File: src/rtl/io_access_arbiter_pkg.sv
// Shared types and constants for the KabIO register-port arbiter.
// The round-robin distance helper is also meant for the EIC priority logic.
package io_arb_pkg;

  localparam int MAX_REQ        = 4;
  localparam int MAX_RD_LATENCY = 3;
  localparam int IDX_W          = $clog2(MAX_REQ);
  localparam int CNT_W          = $clog2(MAX_RD_LATENCY + 1);

  typedef enum logic [1:0] {
    IDLE    = 2'd0,
    ISSUE   = 2'd1,
    WAIT_RD = 2'd2
  } arb_state_t;

  typedef struct packed {
    logic        Write;
    logic [29:0] Address;
    logic [31:0] WrData;
  } io_cmd_t;

  // Search distance of requester j when the last winner was 'last'; 0 = next in line.
  function automatic int rr_dist(input int j, input int last, input int n);
    int d;
    d = j + n - 1 - last;
    if (d >= n) d = d - n;
    return d;
  endfunction

endpackage

File: src/rtl/io_access_arbiter_if.sv
// Requester-side and KabIO-side signals of the arbiter, bundled as one interface.
// The arbiter uses the slave view; requesters and KabIO together form the master view.
interface io_access_arbiter_if #(
  parameter int NUM_REQ = 2
);

  logic [NUM_REQ-1:0]       Req_Valid;
  logic [NUM_REQ-1:0]       Req_Write;
  logic [NUM_REQ-1:0][29:0] Req_Address;
  logic [NUM_REQ-1:0][31:0] Req_WrData;
  logic [NUM_REQ-1:0]       Req_Grant;
  logic [NUM_REQ-1:0]       Req_RdValid;
  logic [31:0]              Req_RdData;
  logic [29:0]              Sys_Address;
  logic [31:0]              Sys_WrData;
  logic                     Sys_WrEn;
  logic                     Sys_RdEn;
  logic [31:0]              Sys_RdData;
  logic                     Busy;

  modport slave (
    input  Req_Valid, Req_Write, Req_Address, Req_WrData, Sys_RdData,
    output Req_Grant, Req_RdValid, Req_RdData,
    output Sys_Address, Sys_WrData, Sys_WrEn, Sys_RdEn, Busy
  );

  modport master (
    output Req_Valid, Req_Write, Req_Address, Req_WrData, Sys_RdData,
    input  Req_Grant, Req_RdValid, Req_RdData,
    input  Sys_Address, Sys_WrData, Sys_WrEn, Sys_RdEn, Busy
  );

endinterface

File: src/rtl/io_access_arbiter_rr_pick.sv
// Combinational round-robin selector: the first requester after i_last wins.
module rr_pick
  import io_arb_pkg::*;
#(
  parameter int NUM_REQ = 2
) (
  input  logic [NUM_REQ-1:0] i_req,
  input  logic [IDX_W-1:0]   i_last,
  output logic [NUM_REQ-1:0] o_grant,
  output logic [IDX_W-1:0]   o_idx,
  output logic               o_any
);

  int w_best;
  int w_dist;

  always_comb begin
    o_idx  = '0;
    o_any  = 1'b0;
    w_best = NUM_REQ;
    w_dist = 0;
    for (int j = 0; j < NUM_REQ; j++) begin
      w_dist = rr_dist(j, int'(i_last), NUM_REQ);
      if (i_req[j] && (w_dist < w_best)) begin
        w_best = w_dist;
        o_idx  = IDX_W'(j);
        o_any  = 1'b1;
      end
    end
  end

  always_comb begin
    o_grant = '0;
    for (int j = 0; j < NUM_REQ; j++) begin
      o_grant[j] = o_any && (o_idx == IDX_W'(j));
    end
  end

endmodule

File: src/rtl/io_access_arbiter.sv
// Round-robin arbiter sharing the single KabIO register port between NUM_REQ requesters.
// One access outstanding at a time: grant, one-cycle strobe, then optional read wait.
module io_access_arbiter
  import io_arb_pkg::*;
#(
  parameter int NUM_REQ    = 2,
  parameter int RD_LATENCY = 1
) (
  input  logic                Sys_Clock,
  input  logic                Sys_Reset,
  io_access_arbiter_if.slave  bus
);

  arb_state_t           r_state;
  arb_state_t           w_state_nxt;
  io_cmd_t              r_cmd;
  io_cmd_t              w_cmd_sel;
  logic [NUM_REQ-1:0]   r_cmd_oh;
  logic [NUM_REQ-1:0]   r_rdvalid_oh;
  logic [NUM_REQ-1:0]   w_pick_oh;
  logic [IDX_W-1:0]     r_last;
  logic [IDX_W-1:0]     w_pick_idx;
  logic                 w_pick_any;
  logic [CNT_W-1:0]     r_cnt;
  logic [31:0]          r_rddata;
  logic                 w_accept;
  logic                 w_sample;

  rr_pick #(
    .NUM_REQ (NUM_REQ)
  ) u_rr_pick (
    .i_req   (bus.Req_Valid),
    .i_last  (r_last),
    .o_grant (w_pick_oh),
    .o_idx   (w_pick_idx),
    .o_any   (w_pick_any)
  );

  always_comb begin
    w_cmd_sel = '0;
    for (int j = 0; j < NUM_REQ; j++) begin
      if (w_pick_oh[j]) begin
        w_cmd_sel.Write   = bus.Req_Write[j];
        w_cmd_sel.Address = bus.Req_Address[j];
        w_cmd_sel.WrData  = bus.Req_WrData[j];
      end
    end
  end

  // WAIT_RD spans the read latency plus the RdValid cycle, so the port frees at T+3+RD_LATENCY.
  always_comb begin
    w_state_nxt = r_state;
    w_accept    = 1'b0;
    w_sample    = 1'b0;
    case (r_state)
      IDLE: begin
        if (w_pick_any) begin
          w_accept    = 1'b1;
          w_state_nxt = ISSUE;
        end
      end
      ISSUE: begin
        w_state_nxt = r_cmd.Write ? IDLE : WAIT_RD;
      end
      WAIT_RD: begin
        if (r_cnt == CNT_W'(1)) w_sample = 1'b1;
        if (r_cnt == '0)        w_state_nxt = IDLE;
      end
      default: begin
        w_state_nxt = IDLE;
      end
    endcase
  end

  always_ff @(posedge Sys_Clock or posedge Sys_Reset) begin
    if (Sys_Reset) begin
      r_state      <= IDLE;
      r_last       <= IDX_W'(NUM_REQ - 1);
      r_cmd        <= '0;
      r_cmd_oh     <= '0;
      r_cnt        <= '0;
      r_rdvalid_oh <= '0;
      r_rddata     <= '0;
    end else begin
      r_state      <= w_state_nxt;
      r_rdvalid_oh <= w_sample ? r_cmd_oh : '0;
      if (w_accept) begin
        r_cmd    <= w_cmd_sel;
        r_cmd_oh <= w_pick_oh;
        r_last   <= w_pick_idx;
      end
      if (r_state == ISSUE) begin
        r_cnt <= CNT_W'(RD_LATENCY);
      end else if ((r_state == WAIT_RD) && (r_cnt != '0)) begin
        r_cnt <= r_cnt - CNT_W'(1);
      end
      if (w_sample) r_rddata <= bus.Sys_RdData;
    end
  end

  // Address/data come straight from the command register, so they hold between accesses.
  assign bus.Req_Grant   = (r_state == IDLE) ? w_pick_oh : '0;
  assign bus.Sys_WrEn    = (r_state == ISSUE) &&  r_cmd.Write;
  assign bus.Sys_RdEn    = (r_state == ISSUE) && !r_cmd.Write;
  assign bus.Sys_Address = r_cmd.Address;
  assign bus.Sys_WrData  = r_cmd.WrData;
  assign bus.Req_RdValid = r_rdvalid_oh;
  assign bus.Req_RdData  = r_rddata;
  assign bus.Busy        = (r_state != IDLE);

endmodule

File: src/flat_wrapper.sv
// flat-port wrapper written by rule: the top's interface ports become plain ports
module io_access_arbiter_flat import io_arb_pkg::*;
#(
  parameter int NUM_REQ    = 2,
  parameter int RD_LATENCY = 1
)
  (Sys_Clock, Sys_Reset, bus_Req_Valid, bus_Req_Write, bus_Req_Address, bus_Req_WrData, bus_Sys_RdData, bus_Req_Grant, bus_Req_RdValid, bus_Req_RdData, bus_Sys_Address, bus_Sys_WrData, bus_Sys_WrEn, bus_Sys_RdEn, bus_Busy);
  io_access_arbiter_if #(.NUM_REQ(NUM_REQ)) bus_i ();
  input  logic Sys_Clock;
  input  logic Sys_Reset;
  input wire logic [$bits(bus_i.Req_Valid)-1:0] bus_Req_Valid;
  input wire logic [$bits(bus_i.Req_Write)-1:0] bus_Req_Write;
  input wire logic [$bits(bus_i.Req_Address)-1:0] bus_Req_Address;
  input wire logic [$bits(bus_i.Req_WrData)-1:0] bus_Req_WrData;
  input wire logic [$bits(bus_i.Sys_RdData)-1:0] bus_Sys_RdData;
  output wire logic [$bits(bus_i.Req_Grant)-1:0] bus_Req_Grant;
  output wire logic [$bits(bus_i.Req_RdValid)-1:0] bus_Req_RdValid;
  output wire logic [$bits(bus_i.Req_RdData)-1:0] bus_Req_RdData;
  output wire logic [$bits(bus_i.Sys_Address)-1:0] bus_Sys_Address;
  output wire logic [$bits(bus_i.Sys_WrData)-1:0] bus_Sys_WrData;
  output wire logic [$bits(bus_i.Sys_WrEn)-1:0] bus_Sys_WrEn;
  output wire logic [$bits(bus_i.Sys_RdEn)-1:0] bus_Sys_RdEn;
  output wire logic [$bits(bus_i.Busy)-1:0] bus_Busy;
  assign bus_i.Req_Valid = bus_Req_Valid;
  assign bus_i.Req_Write = bus_Req_Write;
  assign bus_i.Req_Address = bus_Req_Address;
  assign bus_i.Req_WrData = bus_Req_WrData;
  assign bus_i.Sys_RdData = bus_Sys_RdData;
  assign bus_Req_Grant = bus_i.Req_Grant;
  assign bus_Req_RdValid = bus_i.Req_RdValid;
  assign bus_Req_RdData = bus_i.Req_RdData;
  assign bus_Sys_Address = bus_i.Sys_Address;
  assign bus_Sys_WrData = bus_i.Sys_WrData;
  assign bus_Sys_WrEn = bus_i.Sys_WrEn;
  assign bus_Sys_RdEn = bus_i.Sys_RdEn;
  assign bus_Busy = bus_i.Busy;
  io_access_arbiter #(.NUM_REQ(NUM_REQ), .RD_LATENCY(RD_LATENCY)) u_core (.Sys_Clock(Sys_Clock), .Sys_Reset(Sys_Reset), .bus(bus_i));
endmodule
File: config.mk
export PLATFORM = sky130hd
export DESIGN_NAME = io_access_arbiter_flat
export DESIGN_NICKNAME = d
export VERILOG_FILES = /design/src/rtl/io_access_arbiter_pkg.sv /design/src/rtl/io_access_arbiter_if.sv /design/src/rtl/io_access_arbiter_rr_pick.sv /design/src/rtl/io_access_arbiter.sv /design/src/flat_wrapper.sv
export SDC_FILE = /design/constraint.sdc
export NUM_CORES = 1
export LEC_CHECK = 0
export ABC_CLOCK_PERIOD_IN_PS = 4100
export CAP_MARGIN = 5
export CORE_MARGIN = 2
export CORE_UTILIZATION = 40
export CTS_CLUSTER_DIAMETER = 30
export CTS_CLUSTER_SIZE = 25
export DETAILED_ROUTE_END_ITERATION = 16
export MAX_ROUTING_LAYER = met4
export PLACE_DENSITY = 0.83
export SETUP_SLACK_MARGIN = 0.02
export SYNTH_ARGS = -nofsm -noshare
export SYNTH_HDL_FRONTEND = slang
export SYNTH_HIERARCHICAL = 1
export SYNTH_SLANG_ARGS = --single-unit
File: constraint.sdc
create_clock -name Sys_Clock -period 4.1 [get_ports Sys_Clock]
set_clock_uncertainty 0.15 [all_clocks]
set_input_delay 0.82 -clock Sys_Clock [delete_from_list [all_inputs] [get_ports Sys_Clock]]
set_output_delay 0.82 -clock Sys_Clock [all_outputs]
set_load 0.02 [all_outputs]
======== Word level (Yosys, flattened, before mapping) ========
Cells that the tools add are included.
W data, S select, Z words.
cells by class
  eq/ne operators ......................... 6
  $add $sub $neg .......................... 5
  reductions and logical operators ........ 15
  multiplexer cells ....................... 20
  $lt $le $gt $ge ......................... 4
operator list
  cell                     count
  $mux W63                 2
  $mux W32                 3
  $ge A32 B3 Y1 const B    1
  $lt A32 B3 Y1 const B    1
  $lt A32 B32 Y1           1
  $sub A32 B3 Y32 const B  1
  $mux W2                  7
  $logic_and A1 B1 Y1      7
  $mux W1                  7
  $eq A2 B1 Y1 const B     3
  $logic_not A2 Y1         3
  $pmux W2 S3              1
  $reduce_bool A2 Y1       3
  $sub A3 B3 Y4 const B    1
  $ge A3 B3 Y1 const B     1
  $sub A1 B2 Y3 const A    1
  $sub A2 B2 Y3 const A    1
  $eq A2 B2 Y1 const B     1
  $ne A2 B1 Y1 const B     1
  $ne A2 B2 Y1 const B     1
  $reduce_and A2 Y1        1
  $sub A2 B1 Y2 const B    1
  $logic_not A1 Y1         1
word-level totals
  logic and storage cells ................. 59
  flip-flop bits (word level) ............. 105

======== Depth between registers and ports, before layout ========
Gate-level depths: netlist (run 1).
  depth after elaboration ................. 13
  mapped depth ............................ 10

======== Cells and area by module ========
Netlist (run 1), hierarchy kept.
modules (own cells, without submodules)
  module             area an instance (µm²)  seq. area each (µm²)  times used  cells an instance
  io_access_arbiter  4,883.4                 2,628.8               1           458
  rr_pick            103.8                   0.0                   1           15

======== Worst setup path before layout (run 1) ========
No wires, ideal clock.
  path kind ............................... input port to output port
  start point ............................. input port bus_Req_Valid[0]
  end point ............................... output port bus_Req_Grant[0]
  setup slack ............................. 0.979 ns
  path buffers ............................ 0
  stages .................................. 6
  arrival time ............................ 2.151 ns
  required time ........................... 3.130 ns
  path through ............................ nand2_1 > ha_1 > and2b_1 > a311oi_1 > inv_1 > nor2_1
between the ends
  word-level cells in the longest chain between the ends .. 8
  elaborated cells on any way between the ends .. 10
  classes of those cells .................. order compare: 1; mux: 5; reduce/logical: 4
ends and longest elaborated chain
  item                           RTL line                         source
  from (decl)                    flat_wrapper.sv:11               input wire logic [$bits(bus_i.Req_Valid)-1:0] bus_Req_Valid;
  $logic_and A1 B1 Y1 *          io_access_arbiter_rr_pick.sv:24  if (i_req[j] && (w_dist < w_best)) begin
  $mux W32                       io_access_arbiter_rr_pick.sv:24
  $lt A32 B32 Y1                 io_access_arbiter_rr_pick.sv:24
  $logic_and A1 B1 Y1            io_access_arbiter_rr_pick.sv:24
  $mux W1                        io_access_arbiter_rr_pick.sv:24
  $logic_not A2 Y1               io_access_arbiter_rr_pick.sv:35  o_grant[j] = o_any && (o_idx == IDX_W'(j));
  $logic_and A1 B1 Y1 *          io_access_arbiter_rr_pick.sv:35
  named net u_core.w_pick_oh[0]  io_access_arbiter.sv:20          logic [NUM_REQ-1:0] w_pick_oh;
  $mux W2 *                      io_access_arbiter.sv:102         assign bus.Req_Grant = (r_state == IDLE) ? w_pick_oh : '0;
  to (decl)                      flat_wrapper.sv:16               output wire logic [$bits(bus_i.Req_Grant)-1:0] bus_Req_Grant;
Mark *: on every way through the listed nets, which the timed path passes. The rest lies on a longest branch.

======== Worst setup path in the final report (run 1) ========
Ends and elaborated chain as after synthesis.

==> qor.yml, run 1 <==
outcome:
  status: "completed"
yosys:
  async_reset_ff_share_pct: 100
  netlist_area_um2: 4990
  synth_nets: 638
  ys_seq_area_share_pct: 52.7
  syn_inst: 473
  synth_edf_count: 0
  yosysWarnings: 6
  ys_seq_elements: 105
  syn_area_per_cell_um2: 10.5
  synth_cell_type_count: 32
  synth_flop_cell: "dfrtp_1"
routing:
  vias_per_cell: 4.94
  antenna_left: 0
  vias: 4099
  wl_per_cell_um: 16.0
  dr.pass1.iters: 4
  drt_iter0_markers: 196
  drt-total-wl_mm: 13.3
  drc: 0
clocking:
  clkTransAtPathRegs_ns: 0.07
  htree_levels: 3
  root_buffer: "clkbuf_16"
  tritoncts: "yes"
  cts.sinks: 105
  worst_skew_pair.late_latency_ns: 0.34
  numCtsBuffers: 9
  cts_max_path_buffers: 2
power_and_ir_drop:
  seq_power_share_pct: 30.6
  switching_share_pct: 39.6
  p_leak_nw: 3.11
  switchingPower_mw: 2.43
  ir_drop_uv: 473
  clock_power_share_pct: 14.3
  p_per_area_nw_per_um2: 808
  p_int_mw: 3.71
  p_comb_share_pct: 55.1
global_route:
  track_usage_pct: 19.6
  grt_pass1_vias: 4140
  grt_max_degree: 74
  grt.overflow.total: 0
  grt_pass1_wl_mm: 19.8
  grt_antenna_before_repair: 0
layout:
  antenna_cells: 0
  syn_to_final_growth_pct: 52.3
  final_common_cell: "clkdlybuf4s50_1"
  final_core_util_pct: 62.7
  mostFrequentLayoutCells: "clkdlybuf4s50_1 (260), dfrtp_1 (104), nor2_1 (69)"
  nFillCells: 943
  layout-drive-gt1-share_pct: 9.68
  layout.nets: 821
sta:
  slew_headroom_pct: 41.6
  maxSlewViolCount: 0
  tightest_slew_ns: 0.871
  finalSetupViolCount: 0
  min_period_over_period_pct: 88.2
  setup_tns_ns: 0
  clock.fmax_ghz: 0.277
  finalCriticalPeriod_ns: 3.62
  rsz0062_at_grt: "false"
  finalHoldViolations: 0
worst_setup_path:
  cp-start-kind: "primary input"
  critical_path_class: "primary input to output port"
  crit_path_end_kind: "output port"
  cp_max_fo: 4
  cp.required_ns: 3.13
  r2r_setup_slack_ns: 1.32
  cp.arrival_ns: 2.65
floorplanning:
  die_h_um: 116
  ios: 263
  die_w_um: 116
  core-area_um2: 12100
  rows: 40
  die_area_um2: 13400
  initial_core_util_pct: 41.2
placement:
  gp_congestion: 0.782
  dpl.hpwl_mm: 10.1
  portBuffers: 262
job:
  max_cap_viol_count: 0
min_path:
  hp-class: "register to register"
-- final cells by class --
class | instances | area (µm²) | area share [%]
Timing Repair Buffer | 268 | 2720 | 35.8
Sequential cell | 105 | 2630 | 34.6
Multi-Input combinational cell | 261 | 1680 | 22.2
Clock buffer | 12 | 256 | 3.38
Tap cell | 168 | 210 | 2.77
Clock inverter | 4 | 52.6 | 0.692
Inverter | 11 | 43.8 | 0.576
-- cell families (layout without fill, tap and decap cells) --
group	Yosys count	count (layout)	synth area share, %
flops	105	105	52.7
compound gates	137	137	17.4
buf+inv	107	295	13.8
simple gates	86	86	7.55
fa+ha+maj	3	3	0.753
mux	34	34	7.68
other cells	1	1	0.0752
-- metal layers --
metal	vias to the layer above	share of wire (%)	GRT usage, %
li1	1953	-	-
met1	1942	38	20.7
met2	196	50	35.0
met3	8	11	7.11
met4	0	0.89	4.52
met5	-	0	-
-- cells in the mapped netlist, types with 3 or more instances --
cell | number | area [µm²]
a21oi_1 | 62 | 310
a22oi_1 | 61 | 458
buf_2 | 20 | 100
buf_4 | 68 | 510
clkbuf_1 | 7 | 26.3
dfrtp_1 | 104 | 2600
ha_1 | 3 | 37.5
inv_1 | 11 | 41.3
mux2_2 | 34 | 383
nand2_1 | 6 | 22.5
nor2_1 | 69 | 259
o21ai_0 | 4 | 20.0
-- critical path: stages --
cell and delay, ns:
clkdlybuf4s50_1 0.52, nand2_1 0.08, ha_1 0.30, and2b_1 0.21
a311oi_2 0.32, inv_1 0.08, nor2_1 0.10, dlymetal6s2s_1 0.22
-- state kept, by name (all words and copies together) (netlist names) --
name and flops:
u_core/bus.Req_RdData 32, u_core/bus.Req_RdValid 2, u_core/bus.Sys_Address 30, u_core/bus.Sys_WrData 32, u_core/r_cmd 1, u_core/r_cmd_oh 2
u_core/r_cnt 2, u_core/r_last 2, u_core/r_state 2
-- path summary, 6_finish.rpt --
| kind | cells after the start | from | to |
|---|---|---|---|
| setup / recovery | 8 | bus_Req_Valid[0] | bus_Req_Grant[0] |
| hold reg to reg | 2 | u_core/r_cmd_oh[1] | u_core/bus.Req_RdValid[1] |
| max in group asynchronous | 3 | Sys_Reset | u_core/r_last[0] |
| setup reg to reg | 10 | u_core/r_last[0] | u_core/bus.Sys_WrData[19] |
| min in group asynchronous | 2 | Sys_Reset | u_core/bus.Req_RdData[27] |
| hold / removal | 2 | u_core/r_cmd_oh[1] | u_core/bus.Req_RdValid[1] |
-- power groups by stage --
stage / logic [mW] / clock network (mW) / registers, mW
floorplan: 2.21 / 0 / 2.02
global placement: 3.30 / 0 / 1.86
detailed placement: 3.39 / 0 / 1.90
CTS: 3.41 / 0.899 / 1.88
global route: 3.63 / 0.948 / 1.95
finish: 3.38 / 0.875 / 1.88
-- repair_timing --
action	4_1_cts	5_1_grt
gates resized for setup	0	3
buffers inserted	0	0
setup endpoints to repair	0	2
hold buffers	0	0
hold endpoints to repair	0	0
-- metrics by stage --
step / power [mW] / worst slack [ns] / std cells / hold WS (ns) / instance area, µm²
final: 6.14 / 0.484 / 829 / 0.356 / 7600
after global routing: 6.52 / 0.356 / 829 / 0.370 / 7600
after CTS: 6.19 / 0.0560 / 829 / 0.355 / 7590
after detailed placement: 5.29 / 0.0589 / 813 / 0.335 / 7280
after global placement: 5.16 / 0.133 / 813 / 0.323 / 7280
after floorplan: 4.22 / 0.371 / 473 / 0.307 / 4990
Note: power is estimated with default switching activity, not from simulation.
==> run 2, diff against run 1 <==
Settings changed: SKIP_CTS_REPAIR_TIMING set to 1.
==> results of run 2 <==
The final DEF is identical to that of run 1; final timing and power are the same.
==> run 3, diff against run 2 <==
Settings changed: CTS_CLUSTER_DIAMETER 30 to unset, MAX_ROUTING_LAYER met4 to unset, RECOVER_POWER set to 50.
==> run 3 against run 2 <==
Against the previous run: the run now ends with capacitance limit, slew limit left; largest cell class unchanged; critical path type unchanged; cell area about the same; worst hold slack better by 0.00062 ns; register-to-register slack about the same; final cell count unchanged; sequential share of layout area barely moved; worst setup slack improved by 0.0039 ns; via count rose by 0.56%; global-route usage is 0.56 points lower; critical endpoint unchanged; fmax increased by 0.11%; routed wire length about the same.
==> qor.yml, run 3 (synthesis results as in run 1) <==
worst_setup_path:
  r2r_setup_slack_ns: 1.31
  worstReg2RegStart: "u_core/r_last[0]"
  reg2reg_to: "u_core/bus.Sys_WrData[19]"
  cp_cell_sequence: "clkdlybuf4s50_1 > nand2_1 > ha_1 > and2b_1 > a311oi_2 > inv_1 > nor2_1 > dlymetal6s2s_1"
  cp-start-kind: "primary input"
  cp_max_fo: 4
  rr_worst_depth: 10
  max_stage_delay_ns: 0.52
  crit_slowest_cell: "clkdlybuf4s50_1"
  cp.arrival_ns: 2.64
  cp.required_ns: 3.13
  critical_path_class: "primary input to output port"
  crit_path_end_kind: "output port"
floorplanning:
  die_w_um: 116
  core-area_um2: 12100
  die_h_um: 116
  ios: 263
  die_area_um2: 13400
  initial_core_util_pct: 41.2
  rows: 40
routing:
  drt_iter0_markers: 190
  antenna_left: 0
  drc: 0
  vias_per_cell: 4.97
  wl_per_cell_um: 16.0
  drt-total-wl_mm: 13.3
  vias: 4122
  dr.pass1.iters: 6
clocking:
  numCtsBuffers: 9
  tritoncts: "yes"
  cts_max_path_buffers: 2
  cts.sinks: 105
  clkTransAtPathRegs_ns: 0.07
  htree_levels: 3
  worst_skew_pair.late_latency_ns: 0.34
  root_buffer: "clkbuf_16"
sta:
  maxSlewViolCount: 91
  setup_tns_ns: 0
  finalHoldViolations: 0
  min_period_over_period_pct: 88.1
  tightest_slew_ns: 2.13
  finalCriticalPeriod_ns: 3.61
  finalSetupViolCount: 0
  clock.fmax_ghz: 0.277
  rsz0062_at_grt: "false"
  slew_headroom_pct: -41.8
power_and_ir_drop:
  ir_drop_uv: 474
  p_leak_nw: 3.12
  p_per_area_nw_per_um2: 804
layout:
  layout-drive-gt1-share_pct: 9.38
  nFillCells: 946
  register_area_um2: 2630
  instances_no_fill: 829
  syn_to_final_growth_pct: 52.2
  mostFrequentLayoutCells: "clkdlybuf4s50_1 (246), dfrtp_1 (104), nor2_1 (69)"
  final_common_cell: "clkdlybuf4s50_1"
  antenna_cells: 0
  multi_input_area_um2: 1680
  layout.nets: 821
  final_core_util_pct: 62.7
global_route:
  grt_max_degree: 74
  grt_antenna_before_repair: 0
  grt.overflow.total: 0
  grt_pass1_vias: 4127
  use_met2_pct: 35.0
  grt-busiest-layer: "met2"
  grtUsageMet1_pct: 19.9
  grt_pass1_wl_mm: 19.9
  track_usage_pct: 19.0
  use_met3_pct: 8.47
min_path:
  min_to: "u_core/bus.Req_RdValid[0]"
  hp-class: "register to register"
  hold_depth: 2
  hold_start: "u_core/r_cmd_oh[0]"
placement:
  placedCellCount: 813
  gp_congestion: 0.772
  portBuffers: 262
  dpl.hpwl_mm: 10.1
job:
  max_cap_viol_count: 2
outcome:
  status: "finished, violations left"
  violations: "capacitance limit, slew limit"
[run 3: metrics by stage]
stage / hold slack, ns / power, mW / area (µm²) / setup WS (ns)
after floorplan: 0.307 / 4.22 / 4990 / 0.371
after global placement: 0.323 / 5.16 / 7280 / 0.133
after detailed placement: 0.335 / 5.29 / 7280 / 0.0589
after CTS: 0.355 / 6.19 / 7590 / 0.0560
after global routing: 0.365 / 6.50 / 7590 / 0.356
final: 0.356 / 6.10 / 7590 / 0.488
[run 3: cell type report]
class	instances	share of cell area (%)
Clock inverter	4	0.692
Sequential cell	105	34.6
Tap cell	168	2.77
Inverter	11	0.544
Timing Repair Buffer	268	35.9
Multi-Input combinational cell	261	22.1
Clock buffer	12	3.38
[run 3: where the power goes]
group	switching [mW]	internal (mW)
sequential	0.297	1.58
clock	0.362	0.508
combinational	1.76	1.60
total	2.42	3.69
[run 3: how the worst max path moves through the flow]
| stage | startpoint | endpoint | cells past startpoint |
|---|---|---|---|
| global route | bus_Req_Valid[0] | bus_Req_Grant[0] | 8 |
| detailed placement | bus_Req_Valid[0] | bus_Req_Grant[0] | 8 |
| floorplan | Sys_Reset | u_core/bus.Req_RdData[0] | 1 |
| CTS | bus_Req_Valid[0] | bus_Req_Grant[0] | 8 |
| global placement | bus_Req_Valid[0] | bus_Req_Grant[0] | 8 |
| finish | bus_Req_Valid[0] | bus_Req_Grant[0] | 8 |
[run 3: layer usage]
layer	part of all wire [%]	up-vias
li1	-	1954
met1	37	1952
met2	50	204
met3	12	12
met4	0.82	0
met5	0	-
[run 3: critical path: cells and delay by family]
family | cells | cell delay, ns
adders and majority gates | 1 | 0.30
AOI/OAI and AO/OA | 1 | 0.32
and+or+nand+nor | 3 | 0.39
buffers and inverters | 3 | 0.82
